$ cat src/rtl/pl_stage_chain.sv
// -----------------------------------------------------------------------------
// pl_stage_chain
//
// Purpose:
//    A generic in-order pipeline register chain with per-stage stall and flush
//    controls, automatic bubble insertion behind a stalled stage, and two
//    saturating event counters (bubble cycles, flush cycles). Stage 0 is the
//    youngest stage; stage STAGES-1 is the oldest. Invalid stages always carry
//    an all-zero payload, so downstream decode treats them as a nop.
//
// Parameters:
//    WIDTH   payload bits per stage
//    STAGES  number of pipeline register stages (intended range 2..8)
//    CNT_W   width of the event counters
//
// Ports:
//    clk         in   clock; all state updates on the rising edge
//    reset       in   asynchronous, active-high reset
//    in_data     in   payload entering stage 0
//    in_valid    in   in_data is a real instruction
//    in_ready    out  stage 0 accepts in_data this cycle
//    stall       in   bit i requests a hold of stage i
//    flush       in   bit i kills the contents of stage i
//    out_data    out  stage i payload at bits [i*WIDTH +: WIDTH]
//    out_valid   out  bit i = stage i holds a real instruction
//    bubble_cnt  out  cycles in which at least one bubble was inserted
//    flush_cnt   out  cycles in which any flush bit was set
// -----------------------------------------------------------------------------
module pl_stage_chain #(
   parameter int WIDTH  = 64,
   parameter int STAGES = 4,
   parameter int CNT_W  = 16
) (
   input  logic                      clk,
   input  logic                      reset,
   input  logic [WIDTH-1:0]          in_data,
   input  logic                      in_valid,
   output logic                      in_ready,
   input  logic [STAGES-1:0]         stall,
   input  logic [STAGES-1:0]         flush,
   output logic [STAGES*WIDTH-1:0]   out_data,
   output logic [STAGES-1:0]         out_valid,
   output logic [CNT_W-1:0]          bubble_cnt,
   output logic [CNT_W-1:0]          flush_cnt
);

   logic [WIDTH-1:0]  data_q [STAGES];
   logic [WIDTH-1:0]  data_d [STAGES];
   logic [STAGES-1:0] valid_q;
   logic [STAGES-1:0] valid_d;
   logic [STAGES-1:0] hold;
   logic [STAGES-1:0] bubble;
   logic [CNT_W-1:0]  bub_cnt_q;
   logic [CNT_W-1:0]  bub_cnt_d;
   logic [CNT_W-1:0]  fl_cnt_q;
   logic [CNT_W-1:0]  fl_cnt_d;

   // Counter increment that sticks at the all-ones value.
   function automatic logic [CNT_W-1:0] sat_inc(input logic [CNT_W-1:0] v);
      return (&v) ? v : v + {{(CNT_W-1){1'b0}}, 1'b1};
   endfunction

   // A stall in any older stage freezes this stage too, so hold[i] is the OR
   // of stall[STAGES-1:i].
   always_comb begin
      hold = '0;
      for (int i = 0; i < STAGES; i++) begin
         hold[i] = |(stall >> i);
      end
   end

   always_comb begin
      valid_d = valid_q;
      bubble  = '0;
      for (int i = 0; i < STAGES; i++) begin
         data_d[i] = data_q[i];
      end

      // Stage 0: flush wins over hold; otherwise load from the input port,
      // forcing a zero payload for non-instructions.
      if (flush[0]) begin
         valid_d[0] = 1'b0;
         data_d[0]  = '0;
      end else if (!hold[0]) begin
         valid_d[0] = in_valid;
         data_d[0]  = in_valid ? in_data : '0;
      end

      // Older stages: a free stage directly behind a held one cannot take the
      // held contents, so it receives a nop bubble. A flushed bubble slot
      // counts only as a flush.
      for (int i = 1; i < STAGES; i++) begin
         if (flush[i]) begin
            valid_d[i] = 1'b0;
            data_d[i]  = '0;
         end else if (!hold[i]) begin
            if (hold[i-1]) begin
               valid_d[i] = 1'b0;
               data_d[i]  = '0;
               bubble[i]  = 1'b1;
            end else begin
               valid_d[i] = valid_q[i-1];
               data_d[i]  = data_q[i-1];
            end
         end
      end

      // One count per cycle regardless of how many stages bubble or flush.
      bub_cnt_d = (|bubble) ? sat_inc(bub_cnt_q) : bub_cnt_q;
      fl_cnt_d  = (|flush)  ? sat_inc(fl_cnt_q)  : fl_cnt_q;
   end

   always_ff @(posedge clk or posedge reset) begin
      if (reset) begin
         valid_q   <= '0;
         bub_cnt_q <= '0;
         fl_cnt_q  <= '0;
         for (int i = 0; i < STAGES; i++) begin
            data_q[i] <= '0;
         end
      end else begin
         valid_q   <= valid_d;
         bub_cnt_q <= bub_cnt_d;
         fl_cnt_q  <= fl_cnt_d;
         for (int i = 0; i < STAGES; i++) begin
            data_q[i] <= data_d[i];
         end
      end
   end

   always_comb begin
      out_data = '0;
      for (int i = 0; i < STAGES; i++) begin
         out_data[i*WIDTH +: WIDTH] = data_q[i];
      end
   end

   assign in_ready   = ~hold[0];
   assign out_valid  = valid_q;
   assign bubble_cnt = bub_cnt_q;
   assign flush_cnt  = fl_cnt_q;

endmodule

$ cat config.mk
export PLATFORM = sky130hd
export DESIGN_NAME = pl_stage_chain
export DESIGN_NICKNAME = d
export VERILOG_FILES = /design/src/rtl/pl_stage_chain.sv
export SDC_FILE = /design/constraint.sdc
export NUM_CORES = 1
export LEC_CHECK = 0
export CORE_ASPECT_RATIO = 0.5
export CORE_MARGIN = 1.5
export CORE_UTILIZATION = 41
export DETAILED_ROUTE_END_ITERATION = 12
export PLACE_DENSITY_LB_ADDON = 0.2
export SLEW_MARGIN = 10
export SYNTH_ARGS = -nofsm -noshare
export SYNTH_HDL_FRONTEND = slang
export SYNTH_SLANG_ARGS = --single-unit
export TNS_END_PERCENT = 50
$ cat constraint.sdc
create_clock -name clk -period 10.2 [get_ports clk]
set_input_delay 2.04 -clock clk [delete_from_list [all_inputs] [get_ports clk]]
set_output_delay 2.04 -clock clk [all_outputs]
set_load 0.005 [all_outputs]
### Word-level counts from Yosys, hierarchy flattened

Index checks and enable logic that the tools add are counted.

* flip-flop bits (word level): 292
* input port bits: 75
* output and inout port bits: 293
* word-level logic and storage cells: 60

* reductions and logical operators: 9
* eq/ne operators: 4
* mux-type cells: 32
* add/sub/neg operators: 2
* bitwise logic cells: 3

Operator list (number)
* $mux 64: 12
* $add 16x1->16 const B: 2
* $reduce_and 16->1: 2
* $mux 1: 20
* $reduce_or 4->1: 2
* $ne 2x2->1 const B: 3
* $reduce_or 3->1: 2
* $reduce_and 2->1: 2
* $not 1->1: 3
* $ne 2x1->1 const B: 1
* $reduce_or 2->1: 1

### Depth between registers and ports, before layout

* depth in word-level cells: 6
* depth in mapped cells: 7
* mapped depth without buffers: 5

### Least setup slack after synthesis

Ideal clock, no wire load.

* kind: in2out
* from: input stall[2]
* to: output in_ready
* required time: 8.160 ns
* arrival time: 2.391 ns
* buffers on the path: 0
* stages on the path: 3
* setup slack: 5.769 ns
* cell sequence: nor3_2 > nand2b_1 > inv_2

* word-level cells in the longest chain between the ends: 2

RTL lines
* start: declaration: line 39 `input logic [STAGES-1:0] stall,`
* $reduce_or 4->1: line 68 `hold[i] = |(stall >> i);`
* $not 1->1: line 138 `assign in_ready = ~hold[0];`
* end: declaration: line 38 `output logic in_ready,`

No other way between the ends.

### Worst setup path in the final report

Ends and elaborated chain as after synthesis.

==> impl_metrics.json <==
{
  "netlist_area_mm2": 0.0108,
  "initial_core_util": 0.422,
  "synth_most_common_cell": "sky130_fd_sc_hd__dfrtp_1",
  "arrival_ns": 3.78,
  "cap_violations": 0,
  "route.antenna.remaining_nets": 0,
  "path_buf_inv": 3,
  "netlist_instances": 741,
  "final_area_mm2": 0.0158,
  "coreArea_mm2": 0.0255,
  "cp_num_cells": 5,
  "timing.final.crit_period_ns": 5.82,
  "tritoncts": "yes",
  "tns_ns": 0,
  "timing.rr.start": "flush_cnt[0]$_DFFE_PP0P_",
  "setup.worst_path.end_class": "output port",
  "register_area_mm2": 0.00731,
  "die_w_um": 232,
  "worstSetupStartpointType": "primary input",
  "post_drt_wl_per_cell_um": 21.2,
  "ys_seq_elements": 292,
  "cts_post_setup_buffers_inserted": 0,
  "grt_use_total": 0.226,
  "drt-pass1-iter-count": 4,
  "detailedRoute.firstIterationViolations": 460,
  "grt_pass1_vias": 7883,
  "synth.yosys.seq_area_share": 0.679,
  "postRouteWirelength_um": 30800,
  "timing_hold_violations_final": 0,
  "slew_headroom": 0.324,
  "routed_via_density": 5.45,
  "slowest_delay_ns": 0.57,
  "worst_pin_slew_ns": 1.01,
  "filler_instances": 2009,
  "layout_worst_path_cycle_share": 0.570,
  "dp_cells": 1404,
  "critical_path.endpoint": "in_ready",
  "synth.area.top_cells": "sky130_fd_sc_hd__dfrtp_1 (68%), sky130_fd_sc_hd__a22o_1 (21%), sky130_fd_sc_hd__xor2_1 (2.3%)",
  "grt_setup_unrepaired": "false",
  "synth_enable_flop_cells": 0,
  "asyncSetResetFlopFracSynth": 1.00,
  "postCtsHoldBufs": 0,
  "cts_buffer_depth": 3,
  "skew_ns": 0.0147,
  "setup-violations-final": 0,
  "grt_max_degree": 147,
  "worst_path_cell_trace": "clkdlybuf4s50_1 -> nor3_2 -> nand2b_1 -> inv_2 -> clkdlybuf4s50_1",
  "final_layout_size_suffix_gt1_frac": 0.0730,
  "clk_pin_slew_ns": 0.07,
  "yosys-top-cells-count": "sky130_fd_sc_hd__dfrtp_1 (292), sky130_fd_sc_hd__a22o_1 (259), sky130_fd_sc_hd__xor2_1 (28), sky130_fd_sc_hd__buf_1 (19), sky130_fd_sc_hd__clkbuf_1 (19)",
  "cts_max_level": 1,
  "cp_data_required_time_ns": 8.16,
  "vdd_drop_max_mv": 0.100,
  "synthesized_net_count": 818,
  "detailedPlacementHpwl_um": 20600,
  "floorplan.rows": 41,
  "worst-r2r-cell-count": 5,
  "finish.utilization": 0.618,
  "startpoint": "stall[2]",
  "route.vias.total": 7931,
  "multi_input_comb_area_mm2": 0.00324,
  "timing.final.max_slew_violations": 0,
  "crit_path_frequent_cell": "sky130_fd_sc_hd__clkdlybuf4s50_1",
  "avgSynthCellArea_um2": 14.5,
  "yosysWarnings": 0,
  "worst_hold_path.num_cells": 1,
  "dieHeight_um": 118,
  "critical_path.slowest_cell": "sky130_fd_sc_hd__clkdlybuf4s50_1",
  "gp_routability_congestion": 0.818,
  "tritoncts.num_buffers": 27,
  "yosysTopAreaCellShare": 0.679,
  "drcViolationCount": 0,
  "dp_worst_setup_slack_ns": 4.43,
  "grt-ovfl-total": 0,
  "run_status": "completed",
  "power_per_cell_area_mw_per_mm2": 166,
  "areaGrowthSynthToFinish_pct": 46.6,
  "peak_freq_mhz": 172,
  "antenna_cells": 0,
  "post-route-worst-setup-slack_ns": 4.38,
  "p_leak_uw": 0.00710,
  "nets": 1166,
  "io_buffer_count": 367,
  "floorplan_die_area_mm2": 0.0273,
  "holdCritPathClass": "flop to flop",
  "timing.reg2reg.setup_slack_ns": 8.24,
  "yosys.area.top_type": "sky130_fd_sc_hd__dfrtp_1",
  "antenna_found_initial": 0,
  "synth_ff_type": "sky130_fd_sc_hd__dfrtp_1",
  "clock_tree.root_cell": "sky130_fd_sc_hd__clkbuf_16",
  "timing.critical_path.fanout_max": 6,
  "io_pins": 368,
  "dpl-instance-area_mm2": 0.0147,
  "insertion_delay_ns": 0.55,
  "clkSinkCount": 292,
  "critPathTopFamily": "buffers and inverters",
  "wire_length_of_the_first_global_routing_pass_um": 48400,
  "stdcell_count": 1454,
  "post_cts_resize_count": 0,
  "critPathKind": "primary input to output port",
  "yosys.cell_types.count": 40,
  "crit-reg2reg-capture": "flush_cnt[1]$_DFFE_PP0P_"
}
==> sequential cells by signal (all words and copies together) (netlist names) <==
name        cells
flush_cnt      16
out_valid       4
bubble_cnt     16
out_data      256
==> area by class of cell <==
type	count	share of cell area
Clock buffer	33	0.0481
Clock inverter	17	0.0162
Inverter	3	0.00119
Multi-Input combinational cell	387	0.205
Sequential cell	292	0.463
Tap cell	344	0.0273
Timing Repair Buffer	378	0.238
==> kinds of logic (layout without fill, tap and decap cells) <==
logic type,Yosys count,after routing,share of synthesized area
adders and majority gates,2,2,0.00233
xor gates and xnor gates,28,28,0.0228
muxes,4,4,0.00419
and+or+nand+nor,81,81,0.0463
DFF,292,292,0.679
buffers and inverters,62,431,0.0252
AOI/OAI and AO/OA,272,272,0.220
==> metrics by stage <==
step / hold WS, ns / total power [µW]
after floorplan: 0.477 / 1360
after global placement: 0.482 / 1490
after detailed placement: 0.490 / 1500
after CTS: 0.499 / 2640
after global routing: 0.518 / 2710
final: 0.498 / 2610
==> worst min-delay path by stage <==
stage / start / to
4_1_cts: bubble_cnt[7]$_DFFE_PP0P_ / bubble_cnt[7]$_DFFE_PP0P_
2_1_floorplan: bubble_cnt[7]$_DFFE_PP0P_ / bubble_cnt[7]$_DFFE_PP0P_
3_3_place_gp: bubble_cnt[7]$_DFFE_PP0P_ / bubble_cnt[7]$_DFFE_PP0P_
5_1_grt: out_data[249]$_DFFE_PP0P_ / out_data[249]$_DFFE_PP0P_
6_report: bubble_cnt[7]$_DFFE_PP0P_ / bubble_cnt[7]$_DFFE_PP0P_
3_5_place_dp: out_data[208]$_DFFE_PP0P_ / out_data[208]$_DFFE_PP0P_
==> where the power goes <==
part           switching (µW)  total (µW)  internal (µW)
registers                53.5        1250           1190
logic                     110         232            122
clock network             449        1130            683
total                     613        2610           2000
==> cell usage in the layout (no fill, tap or decap), types with 2 or more instances in the layout <==
cell                              instances
sky130_fd_sc_hd__clkbuf_16               27
sky130_fd_sc_hd__nor2_1                   7
sky130_fd_sc_hd__xor2_1                  28
sky130_fd_sc_hd__and3_1                   3
sky130_fd_sc_hd__nor4b_2                  2
sky130_fd_sc_hd__nor3b_1                  2
sky130_fd_sc_hd__a21oi_1                  2
sky130_fd_sc_hd__nor3_1                  10
sky130_fd_sc_hd__clkdlybuf4s50_1        367
sky130_fd_sc_hd__clkinv_2                 4
sky130_fd_sc_hd__clkinvlp_4               5
sky130_fd_sc_hd__nor4b_1                  3
sky130_fd_sc_hd__and4_1                   3
sky130_fd_sc_hd__nor3_2                   2
sky130_fd_sc_hd__dfrtp_1                292
sky130_fd_sc_hd__nor2_4                   4
sky130_fd_sc_hd__bufinv_16                6
sky130_fd_sc_hd__nand4_1                  4
sky130_fd_sc_hd__a22o_1                 259
sky130_fd_sc_hd__a211oi_1                 8
sky130_fd_sc_hd__nor4_1                   3
sky130_fd_sc_hd__buf_4                   11
sky130_fd_sc_hd__nand3_1                 11
sky130_fd_sc_hd__clkbuf_8                 6
sky130_fd_sc_hd__ha_1                     2
sky130_fd_sc_hd__nand2_1                 13
sky130_fd_sc_hd__mux2_1                   3
==> metal layers <==
layer  GRT usage  up-vias  share of wire
li1            -     3559              -
met1       0.301     4107           0.42
met2       0.379      206           0.51
met3      0.0375       59          0.039
met4      0.0694        0          0.030
met5           0        -              0
No activity file was read; power rests on OpenSTA's default activity.
